## config.mk

```make
export PLATFORM = sky130hd
export DESIGN_NAME = imem_loader_flat
export DESIGN_NICKNAME = d
export VERILOG_FILES = /design/src/rtl/imem_loader_pkg.sv /design/src/rtl/imem_loader_if.sv /design/src/rtl/imem_loader.sv /design/src/flat_wrapper.sv
export SDC_FILE = /design/constraint.sdc
export NUM_CORES = 1
export LEC_CHECK = 0
export ABC_AREA = 0
export BUFFER_PORTS_ARGS = -buffer_cell sky130_fd_sc_hd__clkbuf_2
export CAP_MARGIN = 0
export CORE_MARGIN = 5
export CORE_UTILIZATION = 30
export CTS_CLUSTER_SIZE = 28
export DETAILED_ROUTE_END_ITERATION = 7
export HOLD_SLACK_MARGIN = 0.1
export PLACE_DENSITY = 0.54
export SLEW_MARGIN = 20
export SYNTH_ARGS = -nofsm -noshare
export SYNTH_HDL_FRONTEND = slang
export SYNTH_SLANG_ARGS = --single-unit
```

## constraint.sdc

```tcl
create_clock -name clk -period 4.6 [get_ports clk]
set_input_delay 0.23 -clock clk [delete_from_list [all_inputs] [get_ports clk]]
set_output_delay 0.23 -clock clk [all_outputs]
set_load 0.02 [all_outputs]
```

## src/rtl/imem_loader_pkg.sv

```systemverilog
// rtl/imem_loader_pkg.sv - shared states, command codes and response codes for the imem loader
package imem_loader_pkg;

  typedef enum logic [3:0] {
    IDLE,
    HDR,
    WDATA,
    WWRITE,
    RREQ,
    RWAIT,
    RSEND,
    ACK,
    ERR
  } state_t;

  localparam logic [7:0] CMD_WRITE   = 8'h01;
  localparam logic [7:0] CMD_READ    = 8'h02;
  localparam logic [7:0] RSP_ACK     = 8'hA5;
  localparam logic [7:0] ERR_CMD     = 8'hE1;
  localparam logic [7:0] ERR_TIMEOUT = 8'hE2;

  function automatic logic is_cmd(input logic [7:0] b);
    return (b == CMD_WRITE) || (b == CMD_READ);
  endfunction

endpackage

```

## src/rtl/imem_loader_if.sv

```systemverilog
// rtl/imem_loader_if.sv - host byte link plus imem port B, as seen by the loader
interface imem_loader_if #(
  parameter int ADDR_WIDTH = 10
);

  logic                  rx_valid;
  logic [7:0]            rx_data;
  logic                  rx_ready;
  logic                  tx_valid;
  logic [7:0]            tx_data;
  logic                  tx_ready;
  logic                  en_b;
  logic                  we_b;
  logic [3:0]            wstrb_b;
  logic [ADDR_WIDTH-1:0] addr_b;
  logic [31:0]           din_b;
  logic [31:0]           dout_b;

  modport slave (
    input  rx_valid, rx_data, tx_ready, dout_b,
    output rx_ready, tx_valid, tx_data, en_b, we_b, wstrb_b, addr_b, din_b
  );

  modport master (
    output rx_valid, rx_data, tx_ready, dout_b,
    input  rx_ready, tx_valid, tx_data, en_b, we_b, wstrb_b, addr_b, din_b
  );

endinterface

```

## src/rtl/imem_loader.sv

```systemverilog
// rtl/imem_loader.sv - byte-stream loader/reader owning imem port B, holds the core off per packet
module imem_loader
  import imem_loader_pkg::*;
#(
  parameter int ADDR_WIDTH     = 10,
  parameter int TIMEOUT_CYCLES = 1000000
) (
  input  logic         clk,
  input  logic         rst_n,
  imem_loader_if.slave bus,
  output logic         core_hold,
  output logic         busy
);

  localparam int             TW      = (TIMEOUT_CYCLES > 1) ? $clog2(TIMEOUT_CYCLES) : 1;
  localparam logic [TW-1:0]  TO_LAST = TW'((TIMEOUT_CYCLES > 0) ? TIMEOUT_CYCLES - 1 : 0);
  localparam bit             TO_EN   = (TIMEOUT_CYCLES != 0);

  state_t                state, state_nxt;
  logic [1:0]            byte_idx;
  logic [7:0]            cmd;
  logic [7:0]            addr_lo;
  logic [7:0]            cnt_lo;
  logic [7:0]            err_code;
  logic [ADDR_WIDTH-1:0] addr;
  logic [15:0]           remaining;
  logic [31:0]           wword;
  logic [31:0]           rword;
  logic [TW-1:0]         idle_cnt;

  logic                  rx_ready_c;
  logic                  tx_valid_c;
  logic [7:0]            tx_data_c;
  logic                  en_c;
  logic                  we_c;
  logic [3:0]            wstrb_c;
  logic [ADDR_WIDTH-1:0] addr_c;
  logic [31:0]           din_c;
  logic                  rx_fire;
  logic                  tx_fire;
  logic                  timeout_hit;
  logic                  rx_phase;

  // rx_ready is gated by rst_n so every output reads 0 while reset is held
  assign rx_phase    = (state == IDLE) || (state == HDR) || (state == WDATA);
  assign rx_ready_c  = rst_n && rx_phase;
  assign tx_valid_c  = (state == RSEND) || (state == ACK) || (state == ERR);
  assign rx_fire     = bus.rx_valid && rx_ready_c;
  assign tx_fire     = tx_valid_c && bus.tx_ready;
  assign timeout_hit = TO_EN && ((state == HDR) || (state == WDATA)) && !rx_fire
                       && (idle_cnt == TO_LAST);

  always_ff @(posedge clk or negedge rst_n) begin
    if (!rst_n) begin
      state <= IDLE;
    end else begin
      state <= state_nxt;
    end
  end

  always_comb begin
    state_nxt = state;
    tx_data_c = 8'h00;
    en_c      = 1'b0;
    we_c      = 1'b0;
    wstrb_c   = 4'h0;
    addr_c    = '0;
    din_c     = 32'h0;
    case (state)
      IDLE: begin
        if (rx_fire) state_nxt = is_cmd(bus.rx_data) ? HDR : ERR;
      end
      HDR: begin
        if (rx_fire && byte_idx == 2'd3) begin
          if ({bus.rx_data, cnt_lo} == 16'd0) state_nxt = ACK;
          else if (cmd == CMD_WRITE)          state_nxt = WDATA;
          else                                state_nxt = RREQ;
        end else if (timeout_hit) begin
          state_nxt = ERR;
        end
      end
      WDATA: begin
        if (rx_fire && byte_idx == 2'd3) state_nxt = WWRITE;
        else if (timeout_hit)            state_nxt = ERR;
      end
      WWRITE: begin
        en_c      = 1'b1;
        we_c      = 1'b1;
        wstrb_c   = 4'hF;
        addr_c    = addr;
        din_c     = wword;
        state_nxt = (remaining == 16'd1) ? ACK : WDATA;
      end
      RREQ: begin
        en_c      = 1'b1;
        addr_c    = addr;
        state_nxt = RWAIT;
      end
      RWAIT: state_nxt = RSEND;
      RSEND: begin
        tx_data_c = rword[7:0];
        if (tx_fire && byte_idx == 2'd3) state_nxt = (remaining == 16'd1) ? ACK : RREQ;
      end
      ACK: begin
        tx_data_c = RSP_ACK;
        if (tx_fire) state_nxt = IDLE;
      end
      ERR: begin
        tx_data_c = err_code;
        if (tx_fire) state_nxt = IDLE;
      end
      default: state_nxt = IDLE;
    endcase
  end

  always_ff @(posedge clk or negedge rst_n) begin
    if (!rst_n) begin
      byte_idx  <= 2'd0;
      cmd       <= 8'h00;
      addr_lo   <= 8'h00;
      cnt_lo    <= 8'h00;
      err_code  <= 8'h00;
      addr      <= '0;
      remaining <= 16'd0;
      wword     <= 32'h0;
      rword     <= 32'h0;
    end else begin
      case (state)
        IDLE: begin
          if (rx_fire) begin
            cmd      <= bus.rx_data;
            byte_idx <= 2'd0;
            err_code <= ERR_CMD;
          end
        end
        HDR: begin
          if (rx_fire) begin
            byte_idx <= byte_idx + 2'd1;
            case (byte_idx)
              2'd0:    addr_lo   <= bus.rx_data;
              2'd1:    addr      <= ADDR_WIDTH'({bus.rx_data, addr_lo});
              2'd2:    cnt_lo    <= bus.rx_data;
              default: remaining <= {bus.rx_data, cnt_lo};
            endcase
          end else if (timeout_hit) begin
            err_code <= ERR_TIMEOUT;
          end
        end
        WDATA: begin
          // little-endian assembly: the first byte ends up in bits [7:0]
          if (rx_fire) begin
            wword    <= {bus.rx_data, wword[31:8]};
            byte_idx <= byte_idx + 2'd1;
          end else if (timeout_hit) begin
            err_code <= ERR_TIMEOUT;
          end
        end
        WWRITE: begin
          addr      <= addr + ADDR_WIDTH'(1);
          remaining <= remaining - 16'd1;
        end
        RWAIT: begin
          rword    <= bus.dout_b;
          byte_idx <= 2'd0;
        end
        RSEND: begin
          if (tx_fire) begin
            rword    <= {8'h00, rword[31:8]};
            byte_idx <= byte_idx + 2'd1;
            if (byte_idx == 2'd3) begin
              addr      <= addr + ADDR_WIDTH'(1);
              remaining <= remaining - 16'd1;
            end
          end
        end
        default: ;
      endcase
    end
  end

  // idle counter only runs while waiting on host bytes inside a packet
  always_ff @(posedge clk or negedge rst_n) begin
    if (!rst_n) begin
      idle_cnt <= '0;
    end else if (!((state == HDR) || (state == WDATA)) || rx_fire) begin
      idle_cnt <= '0;
    end else if (TO_EN) begin
      idle_cnt <= idle_cnt + TW'(1);
    end
  end

  assign bus.rx_ready = rx_ready_c;
  assign bus.tx_valid = tx_valid_c;
  assign bus.tx_data  = tx_data_c;
  assign bus.en_b     = en_c;
  assign bus.we_b     = we_c;
  assign bus.wstrb_b  = wstrb_c;
  assign bus.addr_b   = addr_c;
  assign bus.din_b    = din_c;
  assign busy         = (state != IDLE);
  assign core_hold    = (state != IDLE);

endmodule
```

## src/flat_wrapper.sv

```systemverilog
// flat-port wrapper written by rule: the top's interface ports become plain ports
module imem_loader_flat import imem_loader_pkg::*;
#(
  parameter int ADDR_WIDTH     = 10,
  parameter int TIMEOUT_CYCLES = 1000000
)
  (clk, rst_n, core_hold, busy, bus_rx_valid, bus_rx_data, bus_tx_ready, bus_dout_b, bus_rx_ready, bus_tx_valid, bus_tx_data, bus_en_b, bus_we_b, bus_wstrb_b, bus_addr_b, bus_din_b);
  imem_loader_if #(.ADDR_WIDTH(ADDR_WIDTH)) bus_i ();
  input  logic clk;
  input  logic rst_n;
  output logic core_hold;
  output logic busy;
  input wire logic [$bits(bus_i.rx_valid)-1:0] bus_rx_valid;
  input wire logic [$bits(bus_i.rx_data)-1:0] bus_rx_data;
  input wire logic [$bits(bus_i.tx_ready)-1:0] bus_tx_ready;
  input wire logic [$bits(bus_i.dout_b)-1:0] bus_dout_b;
  output wire logic [$bits(bus_i.rx_ready)-1:0] bus_rx_ready;
  output wire logic [$bits(bus_i.tx_valid)-1:0] bus_tx_valid;
  output wire logic [$bits(bus_i.tx_data)-1:0] bus_tx_data;
  output wire logic [$bits(bus_i.en_b)-1:0] bus_en_b;
  output wire logic [$bits(bus_i.we_b)-1:0] bus_we_b;
  output wire logic [$bits(bus_i.wstrb_b)-1:0] bus_wstrb_b;
  output wire logic [$bits(bus_i.addr_b)-1:0] bus_addr_b;
  output wire logic [$bits(bus_i.din_b)-1:0] bus_din_b;
  assign bus_i.rx_valid = bus_rx_valid;
  assign bus_i.rx_data = bus_rx_data;
  assign bus_i.tx_ready = bus_tx_ready;
  assign bus_i.dout_b = bus_dout_b;
  assign bus_rx_ready = bus_i.rx_ready;
  assign bus_tx_valid = bus_i.tx_valid;
  assign bus_tx_data = bus_i.tx_data;
  assign bus_en_b = bus_i.en_b;
  assign bus_we_b = bus_i.we_b;
  assign bus_wstrb_b = bus_i.wstrb_b;
  assign bus_addr_b = bus_i.addr_b;
  assign bus_din_b = bus_i.din_b;
  imem_loader #(.ADDR_WIDTH(ADDR_WIDTH), .TIMEOUT_CYCLES(TIMEOUT_CYCLES)) u_core (.clk(clk), .rst_n(rst_n), .bus(bus_i), .core_hold(core_hold), .busy(busy));
endmodule
```

==> results of run 1 <==
cell usage in the layout (no fill, tap or decap), types with 15 or more instances in the layout:
| cell | count |
|---|---|
| clkbuf_2 | 102 |
| dfrtp_1 | 143 |
| mux2i_1 | 27 |
| clkbuf_16 | 17 |
| a21oi_1 | 39 |
| nor2_1 | 49 |
| and2_1 | 45 |
| dlygate4sd3_1 | 32 |
| nor4_1 | 15 |
| nand3_1 | 21 |
| nand2_1 | 71 |
| o21ai_0 | 58 |
| mux2_2 | 57 |
Yosys cell counts, types with 4 or more instances:
cell type	number
a21oi_1	40
a22o_1	9
a22oi_1	6
a32oi_1	4
and2_1	46
and3_1	6
and4_1	4
buf_2	11
buf_4	5
clkbuf_1	31
dfrtp_1	143
ha_1	8
inv_1	12
mux2_2	57
mux2i_1	27
nand2_1	71
nand3_1	21
nand4_1	7
nor2_1	49
nor3_1	12
nor4_1	15
nor4b_1	4
o21ai_0	58
o22ai_1	5
o2bb2ai_1	10
or3_1	4
xnor2_1	9
xor2_1	8
what timing repair did:
item | CTS | global route
endpoints found under the hold margin | 117 | 0
hold buffers | 32 | 0
gates resized for setup | 0 | 0
cell type report:
class	instances	share of cell area, %
Tap cell	324	4.48
Multi-Input combinational cell	527	39.0
Clock inverter	15	1.60
Timing Repair Buffer	145	10.1
Inverter	12	0.498
Clock buffer	17	4.70
Sequential cell	143	39.5
kinds of logic (layout without fill, tap and decap cells):
group	after synthesis	count (layout)	synth area share, %
XOR/XNOR	18	18	2.25
flip-flops	143	143	48.6
multiplexers	84	84	12.4
AO/OA/AOI/OAI	156	156	13.1
adder cells (fa/ha/maj)	8	8	1.36
buffers and inverters	63	189	3.76
AND/OR/NAND/NOR	261	261	18.5
registers in the layout, summed over array words and instances, names as in the netlist, 3 cells and up:
signal / cells
u_core.wword: 32
u_core.cmd: 8
u_core.cnt_lo: 8
u_core.err_code: 3
u_core.addr_lo: 8
u_core.remaining: 16
u_core.state: 4
u_core.rword: 32
u_core.idle_cnt: 20
u_core.addr: 10
power breakdown:
group	total (µW)	leakage, µW	internal (µW)	switching [µW]
clock network	1340	0.000277	719	618
logic	244	0.00182	109	135
registers	1360	0.00193	1310	48.9
metrics by stage:
step,utilization (%),worst slack (ns)
global placement,33.6,1.55
CTS,37.3,1.48
detailed placement,33.6,1.49
floorplan,-,2.60
finish,37.3,1.53
global route,37.3,1.33
metal layers:
metal  vias to the layer above  global-route usage [%]  part of all wire [%]
li1                       2847                       -                     -
met1                      2781                    17.8                    48
met2                       140                    19.8                    45
met3                        16                    4.38                   6.1
met4                         0                    3.88                   1.2
met5                         -                       0                     0
path summary, 6_finish.rpt:
| check | end | slack, ns | cells past startpoint |
|---|---|---|---|
| min in group asynchronous | u_core.rword[10] | 0.42 | 2 |
| worst max-delay path | u_core.state[0] | 1.53 | 5 |
| worst min-delay path | u_core.rword[13] | 0.13 | 3 |
| worst min register to register | u_core.rword[5] | 0.48 | 2 |
| worst max register to register | u_core.state[0] | 1.53 | 5 |
| max in group asynchronous | u_core.idle_cnt[12] | 2.93 | 3 |
tightest hold or removal path: cells and delay by family:
family	cells	cell delay [ns]
AOI/OAI and AO/OA	1	0.15
buffers and inverters	1	0.08
muxes	1	0.05
==> impl_metrics.yaml, run 1 <==
die:
  row_count: 57
  die_y_um: 167
  initial_core_util_pct: 30.3
  pin_count: 104
  core_mm2: 0.0242
  die-area_mm2: 0.0278
  die_x_um: 167
pwr:
  power_uw: 2940
  irDropWorstVdd_mv: 0.217
  p_leak_uw: 0.00403
  p_per_area_mw_per_mm2: 325
drt:
  first_pass_iters: 5
  wl_per_cell_um: 15.2
  drc: 0
  ant_nets: 0
  vias_per_cell: 4.89
  dr_total_vias: 5784
  routed_wl_um: 18000
  first_iter_violations: 304
synth:
  avgSynthCellArea_um2: 10.0
  synth_area_leaders: "dfrtp_1 (49%), mux2_2 (8.7%), o21ai_0 (3.9%)"
  synth_nets: 785
  yosys_warnings: 0
  synth_ff_type: "dfrtp_1"
  syn_inst: 733
  ys_async_sr_fraction_pct: 100
  ys_ff_latch: 143
  synth_cell_types: 64
  synth_edf_count: 0
  yosysTopAreaCellShare_pct: 48.6
  synth_top_area_cell: "dfrtp_1"
  ys_seq_area_share_pct: 48.6
  synth.cell_area_mm2: 0.00736
place:
  dp_hpwl_um: 12000
  place_congestion: 0.813
  dpl_cell_area_mm2: 0.00816
  port_buffers: 103
  placed_cells: 1119
sta:
  rsz0062_at_grt: "no"
  totalNegativeSetupSlack_ns: 0
  max_freq_mhz: 326
  finalSetupViolCount: 0
  tightest_slew_ns: 0.995
  finalClockSkew_ns: 0.0185
  hold_slack_ns: 0.128
  fin_crit_sh_pct: 66.7
  final_max_slew_viol_count: 0
  finalCriticalPeriod_ns: 3.07
  relSlewSlack_pct: 33.7
  timing.final.hold_violations: 0
setup_path:
  max_stage_delay_ns: 1.00
  cp_data_required_time_ns: 4.90
  cp_num_buf_inv: 0
  worst_path_max_delay_cell: "dfrtp_1"
  crit_fanout: 30
  path_cells: "xor2_2 > nand3_1 > or4_1 > a2111oi_1 > nor2_1"
  end_kind: "flop"
  critPathArrivalTime_ns: 3.36
  startpoint_type: "flop"
  reg2reg_from: "u_core.state[0]"
  setup.worst_path.start: "u_core.state[0]"
  cp_top_family: "simple AND/OR/NAND/NOR gates"
  worstSetupPathType: "reg2reg"
cts:
  cts-root-buf: "clkbuf_16"
  clk_path_buf_depth: 2
  htreeDepth: 4
  clk-insertion-delay-late_ns: 0.43
  numCtsBuffers: 17
  post_cts_buffers: 0
  cts_tree: "done"
  clk_pin_slew_ns: 0.07
  clock-sinks: 143
flow_run:
  drv_cap: 0
global_route:
  overflow: 0
  antenna_found_initial: 0
  grt_max_degree: 92
  grt.total_usage_pct: 13.1
  grt_pass1_wl_um: 29900
  grt_pass1_vias: 5676
layout:
  fillCellCount: 2478
  drive_gt1_share_pct: 24.7
  syn2layout_area_growth_pct: 23.0
  regArea_mm2: 0.00358
  final_nets: 898
  final_cells: 1183
  multi_input_area_mm2: 0.00353
  antenna_cells: 0
  final_cell_area_mm2: 0.00905
min_path:
  min-delay-start: "bus_dout_b[13]"
  min_path_type: "in2reg"
run_status:
  run_status: "complete, no violations"
No activity file was read; power rests on OpenSTA's default activity.
==> run 2: changes to the inputs <==
==> constraint.sdc (replaced) <==
create_clock -name clk -period 3.22 [get_ports clk]
set_input_delay 0.161 -clock clk [delete_from_list [all_inputs] [get_ports clk]]
set_output_delay 0.161 -clock clk [all_outputs]
set_load 0.02 [all_outputs]
==> run 2 against run 1 <==
  * Critical path depth is 1 higher
  * Total power is 43% higher
  * Count of clock-buffer cells in the layout is 2 higher
  * Global-route usage is 0.17 points higher
  * Flip-flop and latch count stayed put
  * Utilization is 0.37 points higher
  * Sequential share of layout area is 0.38 points lower
  * Register-to-register slack worse by 0.76 ns
  * Design area is 0.98% higher
  * Sequential power is 42% higher
  * Critical path type is now reg2out
  * Largest cell class unchanged
  * Highest routed layer unchanged
==> impl_metrics.yaml, run 2 (synthesis results as in run 1) <==
place:
  port_buffers: 103
  dp_slack_ns: 0.756
  dp_hpwl_um: 12300
  placed_cells: 1127
  dpl_cell_area_mm2: 0.00823
  place_congestion: 0.875
sta:
  finalClockSkew_ns: 0.0101
  finalCriticalPeriod_ns: 2.60
  fin_crit_sh_pct: 80.7
  finalSetupViolCount: 0
  max_freq_mhz: 385
  totalNegativeSetupSlack_ns: 0
  relSlewSlack_pct: 49.7
  tightest_slew_ns: 0.754
  timing.final.hold_violations: 0
  rsz0062_at_grt: "no"
  final_max_slew_viol_count: 0
  timing.final.ws_setup_ns: 0.621
cts:
  cts_tree: "done"
  numCtsBuffers: 17
  htreeDepth: 4
  clk_path_buf_depth: 2
  clk-insertion-delay-late_ns: 0.42
  holdBufCountCts: 34
  post_cts_buffers: 0
  postCtsResizedCells: 0
  clk_pin_slew_ns: 0.06
  cts-root-buf: "clkbuf_16"
  clock-sinks: 143
setup_path:
  worst_path_max_delay_cell: "dfrtp_1"
  max_stage_delay_ns: 0.61
  regToRegSetupSlack_ns: 0.77
  critPathArrivalTime_ns: 2.44
  path_depth: 6
  cp_common_cell: "buf_4"
  cp_top_family: "buffers and inverters"
  path_cells: "buf_4 > nand2b_1 > nor3b_2 > buf_4 > and2_1 > clkbuf_2"
  startpoint_type: "flop"
  end_kind: "output pin"
  worstSetupPathType: "reg2out"
  crit_fanout: 37
  cp_data_required_time_ns: 3.06
  r2r_cells: 5
  cp_num_buf_inv: 3
layout:
  final_cells: 1193
  drive_gt1_share_pct: 25.0
  final_nets: 908
  antenna_cells: 0
  syn2layout_area_growth_pct: 24.2
  final_common_cell: "dfrtp_1"
  final_cell_area_mm2: 0.00914
  final_cell_mix: "dfrtp_1 (143), clkbuf_2 (102), nand2_1 (71), o21ai_0 (58), mux2_2 (57)"
  fillCellCount: 2461
  reg_top3: "u_core.rword: 32 flops, u_core.wword: 32 flops, u_core.idle_cnt: 20 flops"
run_status:
  run_status: "complete, no violations"
drt:
  ant_nets: 0
  vias_per_cell: 4.89
  routed_wl_um: 18200
  drc: 0
  first_pass_iters: 4
  first_iter_violations: 310
  wl_per_cell_um: 15.2
  dr_total_vias: 5832
flow_run:
  drv_cap: 0
global_route:
  overflow: 0
  antenna_found_initial: 0
  grt_pass1_vias: 5722
  grt_pass1_wl_um: 30300
  grt_max_degree: 79
  grt.total_usage_pct: 13.2
pwr:
  irDropWorstVdd_mv: 0.272
  p_leak_uw: 0.00407
  p_per_area_mw_per_mm2: 461
  power_uw: 4210
min_path:
  min_path_type: "in2reg"
  min_path_cells: 2
die:
  initial_core_util_pct: 30.3
  die-area_mm2: 0.0278
  die_y_um: 167
  pin_count: 104
  row_count: 57
  die_x_um: 167
  core_mm2: 0.0242
-- run 2: worst reg2reg max path: cells and delay by family, from the launching register on --
family | cells | cell delay [ns]
and+or+nand+nor | 4 | 1.41
AOI/OAI and AO/OA | 1 | 0.38
DFF | 1 | 0.54
-- run 2: final cells by class --
type | count | area, µm² | area share (%)
clock inverters | 13 | 131 | 1.44
flip-flops and latches | 143 | 3580 | 39.2
well taps | 324 | 405 | 4.44
clock buffers | 19 | 433 | 4.74
repair buffers | 155 | 1010 | 11.1
multi-input cells | 527 | 3530 | 38.7
inverters | 12 | 45.0 | 0.493
-- run 2: stage by stage --
step                      hold slack (ns)  util, %
after global placement            -0.0146     33.9
after floorplan                    -0.135        -
after CTS                           0.116     37.7
after detailed placement          -0.0153     33.9
final                               0.131     37.7
after global routing                0.124     37.7
-- run 2: where the power goes --
part           internal (µW)  switching, µW  total, µW
registers               1870           62.8       1930
clock network           1080            832       1910
logic                    164            203        367
-- run 2: final timing paths --
kind,from,end
min in group asynchronous,rst_n,u_core.addr[4]
hold reg to reg,u_core.rword[5],u_core.rword[5]
max in group asynchronous,rst_n,u_core.state[2]
setup reg to reg,u_core.state[2],u_core.state[0]
hold / removal,bus_rx_data[5],u_core.wword[29]
setup / recovery,u_core.state[0],bus_din_b[23]
-- run 2: routing by layer --
metal	part of all wire, %	global-route usage [%]
met1	47	17.9
met2	45	20.4
met3	6.7	4.53
met4	1.3	3.52
met5	0	0
==> run 3: changes to the inputs <==
--- a/config.mk
+++ b/config.mk
@@ -13,7 +13,7 @@
 export CTS_CLUSTER_SIZE = 28
 export DETAILED_ROUTE_END_ITERATION = 7
 export HOLD_SLACK_MARGIN = 0.1
-export PLACE_DENSITY = 0.54
+export PLACE_DENSITY = 0.56
 export SLEW_MARGIN = 20
 export SYNTH_ARGS = -nofsm -noshare
 export SYNTH_HDL_FRONTEND = slang
==> constraint.sdc (replaced) <==
create_clock -name clk -period 2.1 [get_ports clk]
set_input_delay 0.105 -clock clk [delete_from_list [all_inputs] [get_ports clk]]
set_output_delay 0.105 -clock clk [all_outputs]
set_load 0.02 [all_outputs]
==> run 3 against run 2 <==
  * The run now ends with negative hold slack left
  * Design area up 6.2%
  * Clock skew up 0.0042 ns
  * Setup slack worse by 0.57 ns
  * Cell count up 2.9%
  * Clock power up 64%
  * Die area unchanged
  * Register-to-register slack worse by 0.70 ns
  * Sequential share of layout area down 2.2 points
  * Largest cell class is now multi-input combinational cells
  * Largest power group is now clock
==> impl_metrics.yaml, run 3 (synthesis results as in run 1) <==
pwr:
  pwr-share-seq_pct: 44.0
  power_frac_clock_pct: 46.5
  p_int_uw: 4890
  p_sw_share_pct: 27.3
  irDropWorstVdd_mv: 0.478
  p_comb_share_pct: 9.5
  p_leak_uw: 0.00435
  p_switching_uw: 1840
  p_per_area_mw_per_mm2: 693
setup_path:
  max_stage_delay_ns: 0.41
  path_cells: "buf_6 > nand2b_4 > nor3b_4 > buf_4 > buf_12 > and2_1 > clkbuf_4"
  crit_fanout: 19
  worstSetupPathType: "reg2out"
  cp_top_family: "buffers and inverters"
  regToRegSetupSlack_ns: 0.07
  cp_num_buf_inv: 4
  worst_path_max_delay_cell: "dfrtp_2"
  cp_data_required_time_ns: 2.00
  r2r-end: "u_core.state[1]"
  startpoint_type: "flop"
  r2r_cells: 6
  end_kind: "output pin"
  critPathArrivalTime_ns: 1.95
  reg2reg_from: "u_core.state[1]"
layout:
  fillCellCount: 2375
  final_cell_mix: "dfrtp_1 (140), clkbuf_2 (96), nand2_1 (69), o21ai_0 (57), mux2_2 (57)"
  drive_gt1_share_pct: 29.5
  final_cell_area_mm2: 0.00970
  syn2layout_area_growth_pct: 31.9
  final_common_cell: "dfrtp_1"
  final_nets: 943
  reg_top3: "u_core.rword: 32 flops, u_core.wword: 32 flops, u_core.idle_cnt: 20 flops"
  antenna_cells: 0
drt:
  routed_wl_um: 18500
  drc: 0
  dr_total_vias: 5940
  wl_per_cell_um: 15.1
  vias_per_cell: 4.84
  first_iter_violations: 354
  first_pass_iters: 5
  ant_nets: 0
sta:
  tightest_slew_ns: 0.769
  finalCriticalPeriod_ns: 2.05
  fin_crit_sh_pct: 97.8
  rsz0062_at_grt: "yes"
  timing.final.hold_violations: 143
  hold_slack_ns: -0.525
  final_max_slew_viol_count: 0
  max_freq_mhz: 487
  totalNegativeSetupSlack_ns: 0
  finalClockSkew_ns: 0.0143
  finalSetupViolCount: 0
  relSlewSlack_pct: 48.8
die:
  core_mm2: 0.0242
  die_x_um: 167
  row_count: 57
  die-area_mm2: 0.0278
  initial_core_util_pct: 30.3
  pin_count: 104
  die_y_um: 167
cts:
  clk-insertion-delay-late_ns: 0.43
  cts_tree: "done"
  numCtsBuffers: 17
  clk_pin_slew_ns: 0.07
  cts-root-buf: "clkbuf_16"
  htreeDepth: 4
  clock-sinks: 143
  holdBufCountCts: 38
  clk_path_buf_depth: 2
global_route:
  overflow: 0
  grt.total_usage_pct: 13.6
  grt_pass1_wl_um: 31000
  grt_pass1_vias: 5771
  grt_max_degree: 141
  antenna_found_initial: 0
min_path:
  min_path_type: "in2async"
run_status:
  run_status: "finished, violations left"
  violations: "negative hold slack"
place:
  dp_hpwl_um: 12300
  place_congestion: 0.820
  dpl_cell_area_mm2: 0.00844
  port_buffers: 103
flow_run:
  drv_cap: 0
[run 3: changes by cell type in the layout (fill, tap and decap cells not counted), moves of 4 or more]
cell | before | now
inv_8 | 1 | 6
dlygate4sd3_1 | 34 | 38
buf_12 | 1 | 7
buf_4 | 16 | 34
clkinvlp_4 | 5 | 0
buf_6 | 2 | 7
clkbuf_2 | 102 | 96
[run 3: final cells by class]
type	instances	area, µm²	area share, %
clock buffers	17	425	4.38
repair buffers	190	1460	15.0
flip-flops and latches	143	3580	36.9
well taps	324	405	4.18
clock inverters	15	183	1.88
multi-input cells	527	3600	37.1
inverters	12	45.0	0.464
[run 3: repair_timing]
item,in CTS,in global routing
resized for setup,26,12
gates cloned,2,0
pin swaps,2,1
setup endpoints to repair,50,69
buffers inserted,9,2
endpoints found under the hold margin,191,143
[run 3: power by group through the flow]
stage | clock network [µW] | registers (µW) | logic, µW
finish | 3130 | 2950 | 639
global route | 3340 | 2970 | 709
CTS | 3210 | 2950 | 636
detailed placement | 0 | 3010 | 559
floorplan | 0 | 2980 | 314
global placement | 0 | 3010 | 554
[run 3: metrics by stage]
step	util [%]	power, µW	cells	worst slack [ns]
after floorplan	-	3290	733	0.132
after global placement	34.8	3560	1145	0.113
after detailed placement	34.8	3570	1145	0.0527
after CTS	39.7	6800	1226	0.000804
after global routing	40.0	7020	1228	-0.0833
final	40.0	6720	1228	0.0470
[run 3: how the worst max path moves through the flow]
stage,end,slack (ns),depth (start not counted),from
2_1_floorplan,u_core.state[0],0.13,6,u_core.state[3]
3_3_place_gp,u_core.state[0],0.11,6,u_core.state[1]
3_5_place_dp,u_core.state[0],0.05,5,u_core.state[1]
4_1_cts,bus_din_b[31],0.0008,7,u_core.state[3]
5_1_grt,bus_din_b[31],-0.08,7,u_core.state[3]
6_report,bus_din_b[26],0.05,7,u_core.state[3]
[run 3: layer usage]
layer	GRT usage [%]	part of all wire [%]
met5	0	0
met4	3.45	0.92
met3	4.50	6.4
met2	20.3	45
met1	19.1	48
